## src/rtl/reg_display_driver.sv

```systemverilog
// Seven-segment driver for the register file's display word: registers a changed value,
// converts it to BCD one bit per cycle (double-dabble) and latches the segment patterns.
module reg_display_driver #(
    parameter int WIDTH    = 32,
    parameter int DIGITS   = 8,
    parameter bit BLANK_LZ = 1'b1
) (
    input  logic                clock,
    input  logic                reset,
    input  logic [WIDTH-1:0]    value,
    output logic [7*DIGITS-1:0] hex_n,
    output logic                busy,
    output logic                done,
    output logic                overflow,
    output logic                valid
);

    function automatic logic [63:0] pow10_minus1(input int n);
        logic [63:0] r;
        r = 64'd1;
        for (int i = 0; i < n; i++) r = r * 64'd10;
        return r - 64'd1;
    endfunction

    function automatic logic [6:0] seg7(input logic [3:0] d);
        logic [6:0] s;
        case (d)
            4'd0:    s = 7'h40;
            4'd1:    s = 7'h79;
            4'd2:    s = 7'h24;
            4'd3:    s = 7'h30;
            4'd4:    s = 7'h19;
            4'd5:    s = 7'h12;
            4'd6:    s = 7'h02;
            4'd7:    s = 7'h78;
            4'd8:    s = 7'h00;
            4'd9:    s = 7'h10;
            default: s = 7'h7F;
        endcase
        return s;
    endfunction

    localparam int               BW        = 4 * DIGITS;
    localparam int               CW        = $clog2(WIDTH + 1);
    localparam logic [63:0]      MAXV64    = pow10_minus1(DIGITS);
    localparam logic [WIDTH-1:0] MAXV      = MAXV64[WIDTH-1:0];
    localparam logic [CW-1:0]    LAST_ITER = CW'(WIDTH - 1);

    typedef enum logic [1:0] {IDLE, CONVERT, UPDATE} state_t;

    state_t              state;
    logic [WIDTH-1:0]    last;
    logic [WIDTH-1:0]    shreg;
    logic [BW-1:0]       bcd;
    logic [BW-1:0]       bcd_adj;
    logic [CW-1:0]       cnt;
    logic                ovf_p;
    logic                force_conv;
    logic [7*DIGITS-1:0] hex_next;
    logic [3:0]          digit;
    logic                seen_nz;

    always_comb begin
        bcd_adj = bcd;
        for (int k = 0; k < DIGITS; k++) begin
            if (bcd[4*k +: 4] >= 4'd5) bcd_adj[4*k +: 4] = bcd[4*k +: 4] + 4'd3;
        end
    end

    // Walk from the top digit down so leading zeros can be blanked until the first nonzero digit.
    always_comb begin
        hex_next = '1;
        seen_nz  = 1'b0;
        digit    = 4'd0;
        for (int k = DIGITS - 1; k >= 0; k--) begin
            digit = bcd[4*k +: 4];
            if (digit != 4'd0) seen_nz = 1'b1;
            if (ovf_p)
                hex_next[7*k +: 7] = 7'h3F;
            else if (BLANK_LZ && !seen_nz && k != 0)
                hex_next[7*k +: 7] = 7'h7F;
            else
                hex_next[7*k +: 7] = seg7(digit);
        end
    end

    always_ff @(posedge clock) begin
        if (reset) begin
            state      <= IDLE;
            hex_n      <= '1;
            busy       <= 1'b0;
            done       <= 1'b0;
            overflow   <= 1'b0;
            valid      <= 1'b0;
            last       <= '0;
            shreg      <= '0;
            bcd        <= '0;
            cnt        <= '0;
            ovf_p      <= 1'b0;
            force_conv <= 1'b1;
        end else begin
            done <= 1'b0;
            case (state)
                IDLE: begin
                    if (value != last || force_conv) begin
                        last       <= value;
                        shreg      <= value;
                        bcd        <= '0;
                        cnt        <= '0;
                        ovf_p      <= (value > MAXV);
                        force_conv <= 1'b0;
                        busy       <= 1'b1;
                        state      <= CONVERT;
                    end
                end
                CONVERT: begin
                    // Bits shifted out of the top nibble are dropped; overflow masks that case.
                    {bcd, shreg} <= {bcd_adj, shreg} << 1;
                    cnt          <= cnt + 1'b1;
                    if (cnt == LAST_ITER) state <= UPDATE;
                end
                UPDATE: begin
                    hex_n    <= hex_next;
                    overflow <= ovf_p;
                    done     <= 1'b1;
                    valid    <= 1'b1;
                    busy     <= 1'b0;
                    state    <= IDLE;
                end
                default: state <= IDLE;
            endcase
        end
    end

endmodule

```

## config.mk

```make
export PLATFORM = sky130hd
export DESIGN_NAME = reg_display_driver
export DESIGN_NICKNAME = d
export VERILOG_FILES = /design/src/rtl/reg_display_driver.sv
export SDC_FILE = /design/constraint.sdc
export NUM_CORES = 1
export LEC_CHECK = 0
export ABC_AREA = 1
export ABC_CLOCK_PERIOD_IN_PS = 2100
export CAP_MARGIN = 5
export CORE_UTILIZATION = 55
export CTS_CLUSTER_DIAMETER = 150
export DETAILED_ROUTE_END_ITERATION = 16
export DONT_BUFFER_PORTS = 1
export PLACE_DENSITY_LB_ADDON = 0.3
export SLEW_MARGIN = 20
export SYNTH_ARGS = -nofsm -noshare
export SYNTH_HDL_FRONTEND = slang
export SYNTH_SLANG_ARGS = --single-unit
```

## constraint.sdc

```tcl
create_clock -name clock -period 2.1 [get_ports clock]
set_input_delay 0.21 -clock clock [delete_from_list [all_inputs] [get_ports clock]]
set_output_delay 0.21 -clock clock [all_outputs]
set_load 0.005 [all_outputs]
```

---- Word level (Yosys, flattened, before mapping) ----
Memory sizes are Yosys's and may differ from the RTL's. A register that Yosys moved wholly into a read port is not among the register bits.
Cells that the tools add are included.
cells by class
  $add $sub $neg .......................... 9
  equality and inequality tests ........... 6
  reduce and logical (&&, ||, !) cells .... 15
  mux-type cells .......................... 58
  order comparisons ....................... 9
operators by type and width
  kind                    count
  $pmux W32 S2            2
  $mux W7                 15
  $mux W4                 23
  $mux W32                2
  $ge A4 B3 Y1 const B    8
  $gt A32 B27 Y1 const B  1
  $ne A32 B32 Y1          1
  $add A4 B2 Y4 const B   7
  $reduce_bool A4 Y1      7
  $pmux W6 S2             1
  $mux W1                 9
  $reduce_and A2 Y1       4
  $add A6 B1 Y6 const B   1
  $eq A6 B5 Y1 const B    1
  $mux W6                 1
  $mux W2                 2
  $ne A2 B2 Y1 const B    2
  $pmux W2 S2             1
  $reduce_bool A2 Y1      2
  $add A3 B2 Y3 const B   1
  $mux W3                 1
  $eq A2 B1 Y1 const B    1
  $eq A2 B2 Y1 const B    1
  $logic_not A2 Y1        1
  2 further kinds         2
word-level totals
  memory bits (read-only) ................. 896
  register bits ........................... 166
  memories kept ........................... 8
memories
  memory           depth  bits a word  rd ports  clocked after Yosys merged registers in  write ports  RTL line  text
  (no name shown)  16     7            1         1                                        0            27        case (d)
  (no name shown)  16     7            1         1                                        0            27
  (no name shown)  16     7            1         1                                        0            27
  (no name shown)  16     7            1         1                                        0            27
  (no name shown)  16     7            1         1                                        0            27
  (no name shown)  16     7            1         1                                        0            27
  +2 memories      -      -            -         -                                        -            -

---- Longest topological paths before layout ----
  word-level depth ........................ 10
  gate-level depth with buffers ........... 21
  gate-level depth less buffers ........... 20

---- Worst setup path after synthesis ----
OpenSTA, ideal clock, no wires.
  path type ............................... reg-to-reg
  start point ............................. register state[0]
  end point ............................... register (tool-made name)
  required time ........................... 1987 ps
  data arrival time ....................... 2096 ps
  period minus slack after synthesis ...... 2209 ps
  slack ................................... -109 ps
  buffers on the path ..................... 3
  cell stages (with the launch flop) ...... 16
  path through ............................ dfxtp_1 inv_1 nor2_2 inv_1 buf_2 buf_2 buf_2 a21oi_1 o311ai_0 nand2_1 nand2_1 ha_1 inv_1 nand4_1 nand3_1 nand2_1
RTL lines
  item                    RTL line  text
  from (decl)             51        state_t state;
  from (signal assigned)  89        state <= IDLE;
  from (signal assigned)  113       state <= CONVERT;
  from (signal assigned)  120       if (cnt == LAST_ITER) state <= UPDATE;

==> results.yml <==
run_status:
  status: "complete, but fails checks"
  violations: "negative setup slack"
timing:
  rsz0062_at_grt: "true"
  finalClockSkew_ns: 0.01944
  tns_ns: -11.02
  final-setup-viol-count: 61
  report.final.slew_viol_count: 0
  timing.hold.ws_ns: 0.01422
  max_freq_ghz: 0.4163
  post-route-period-util_pct: 114.4
  slew_headroom_pct: 65.26
  final-hold-violation-count: 0
  worst_slack_ns: -0.3019
  worst_pin_slew_ns: 0.5210
  fin_crit_ns: 2.402
min_path:
  min_path_type: "in2reg"
run:
  cap_violations: 0
routing:
  drc: 0
  drtPass1Iterations: 6
  routed_wl_mm: 30.66
  via_count: 10660
  vias_per_cell: 5.502
  postRouteAntennaNets: 0
  dr.first_iter.drc_count: 821
  routedWlPerCell_um: 15.82
power:
  p_leak_nw: 6.925
  powerDensity_nw_per_um2: 662.3
  power_frac_comb_pct: 6.8
  power_switching_mw: 2.218
  p_int_mw: 7.315
  pwr-share-seq_pct: 45.9
  irDropWorstVdd_uv: 946.7
  power.share.clock_pct: 47.3
  sw_frac_of_total_pct: 23.27
  p_total_mw: 9.533
yosys:
  synth-seq-cells: 222
  syn_inst: 1484
  ys.flop_type: "dfxtp_1"
  synth_edf_count: 0
  syn_nets: 1581
  yosysSeqAreaShare_pct: 41.50
  synth-async-reset-ratio_pct: 0
  yosys_warnings: 0
  syn_area_per_cell_um2: 7.216
  syn_area_um2: 10710
  synth.distinct_cells: 40
cts:
  clkTransAtPathRegs_ns: 0.07
  clock_latency_ns: 0.53
  tritoncts: "done"
  cts-root-buf: "clkbuf_16"
  numClockSinks: 222
  cts_buffer_depth: 3
  numCtsBuffers: 24
  cts.htree.levels: 1
finish:
  final_area_um2: 14390
  layout-drive-gt1-share_pct: 26.34
  final_cell_count_no_fill: 1938
  fillers: 1241
  diodes: 0
  area_growth_pct: 34.41
  seqCellArea_um2: 4464
  multi_input_area_um2: 6142
  final_nets: 1758
critical_path:
  crit-reg2reg-launch: "last[8]$_SDFFE_PP0P_"
  r2r_slack_ns: -0.30
  slowest_delay_ns: 0.34
  worstPathCellList: "inv_1, nand2_1, nand2_1, nor2_2, nand2_2, nor2_2, nand2_2, nor2_4, nand3_4, nand2_8, buf_6, nand2_4, nand2_4, nand2_8, ha_4, inv_4, nand4_1, nand3_1, nand2_1"
  critPathCaptureType: "flop"
  critPathSlowestCell: "dfxtp_2"
  cp-start-kind: "flop"
  critPathLaunch: "last[8]$_SDFFE_PP0P_"
  cp.arrival_ns: 2.81
  required_ns: 2.51
  path_class: "reg2reg"
  cp_max_fo: 5
  critPathMostFrequentCell: "nand2_1"
  r2r_cells: 19
placement:
  dp.cells: 1814
  placed_area_um2: 11880
  hpwl_mm: 16.81
  routabilityCongestion: 0.8831
  port_buffers: 0
global_route:
  antenna_found_initial: 0
  grt_use_total_pct: 28.59
  grt_max_degree: 94
  gr-total-overflow: 0
  grt_pass1_wl_mm: 47.75
  grt_pass1_vias: 10330
die:
  die_h_um: 141.5
  start_util_pct: 56.68
  floorplan.rows: 50
  die-area_um2: 20030
  coreArea_um2: 18890
  die_w_um: 141.5
  ioPinCount: 94
[critical path, delay by kind of cell, from the launching register on]
| family | cells | cell delay, ns |
|---|---|---|
| adders and majority gates | 1 | 0.26 |
| DFF | 1 | 0.34 |
| buffers and inverters | 3 | 0.23 |
| and+or+nand+nor | 15 | 1.43 |
[placed cells by master (no fill, tap or decap), drive strengths merged, types with 4 or more instances in the layout]
| master | count |
|---|---|
| nor2 | 68 |
| dfxtp | 222 |
| a31oi | 35 |
| o22ai | 25 |
| a22oi | 4 |
| clkbuf | 33 |
| clkinv | 7 |
| a21oi | 79 |
| buf | 167 |
| nand3 | 114 |
| nand2 | 483 |
| ha | 63 |
| o31ai | 6 |
| o21ai | 58 |
| nor3 | 12 |
| xnor2 | 10 |
| nand4 | 39 |
| dlygate4sd3 | 36 |
| inv | 197 |
| xor2 | 9 |
[power groups by stage]
stage	logic [mW]	clock network [mW]	registers, mW
after floorplan	0.378	0	4.44
after global placement	0.499	0	4.45
after detailed placement	0.508	0	4.46
after CTS	0.607	4.54	4.37
after global routing	0.711	4.74	4.38
final	0.652	4.51	4.37
[Yosys cell counts, types with 2 or more instances]
cell type	number	share of area, %
a31oi_1	35	2.0
inv_1	187	6.6
o21ai_0	45	2.1
nor2_2	4	0.23
nand3_2	11	1.0
o31ai_1	6	0.42
xnor2_1	10	0.82
nor3_1	11	0.51
buf_6	3	0.32
buf_1	4	0.14
buf_2	12	0.56
ha_1	63	7.4
o21ai_1	12	0.56
clkbuf_1	31	1.1
xor2_1	9	0.74
dfxtp_1	222	42
nor2_1	63	2.2
inv_2	11	0.39
a21oi_1	79	3.7
buf_4	3	0.21
nand2_4	4	0.42
or2_2	2	0.12
a22oi_1	4	0.28
o22ai_1	25	1.5
nand2_2	15	0.88
nand2_1	461	16
nand4_1	38	2.2
nand3_1	102	4.8
[metal layers]
metal,vias to the layer above,global-route usage (%),routed length [um]
li1,5123,-,-
met1,4948,34.83,12390
met2,472,50.53,15060
met3,120,4.556,2094
met4,0,10.92,1114
met5,-,0,0
[area by class of cell]
type	count	area share, %
Sequential cell	222	31.02
Tap cell	260	2.260
Timing Repair Buffer	204	12.69
Multi-Input combinational cell	1010	42.67
Clock buffer	32	4.946
Inverter	199	5.407
Clock inverter	11	1.008
[stage by stage]
step / worst slack (ns) / util, %
final: -0.3019 / 76.19
after global routing: -0.4286 / 76.19
after CTS: -0.2027 / 73.16
after detailed placement: -0.2552 / 62.88
after global placement: -0.1788 / 62.88
after floorplan: -0.006366 / -
[how the worst min path moves through the flow]
| stage | slack (ns) | to | depth (start not counted) | from |
|---|---|---|---|---|
| finish | 0.01 | ovf_p$_SDFFE_PP0P_ | 4 | value[16] |
| global placement | 0.28 | last[11]$_SDFFE_PP0P_ | 1 | reset |
| floorplan | 0.37 | last[11]$_SDFFE_PP0P_ | 2 | value[11] |
| detailed placement | 0.28 | last[6]$_SDFFE_PP0P_ | 1 | reset |
| global route | 0.02 | ovf_p$_SDFFE_PP0P_ | 4 | value[16] |
| CTS | 0.004 | ovf_p$_SDFFE_PP0P_ | 4 | value[16] |
[timing repair]
action / in CTS / in global routing
cloned: 2 / 1
hold buffers: 37 / 0
pin swaps: 72 / 71
setup endpoints to repair: 64 / 150
hold endpoints to repair: 98 / 0
gates resized for setup: 140 / 116
setup buffers: 32 / 14
[cell families (layout without fill, tap and decap cells)]
logic type	after synthesis	after routing	share of synthesized area (%)
buffers and inverters	254	446	9.499
adders and majority gates	63	63	7.361
AOI/OAI and AO/OA	210	210	10.88
and+or+nand+nor	716	718	29.21
DFF	222	222	41.50
xor gates and xnor gates	19	19	1.554
Note: power is estimated with default switching activity, not from simulation.
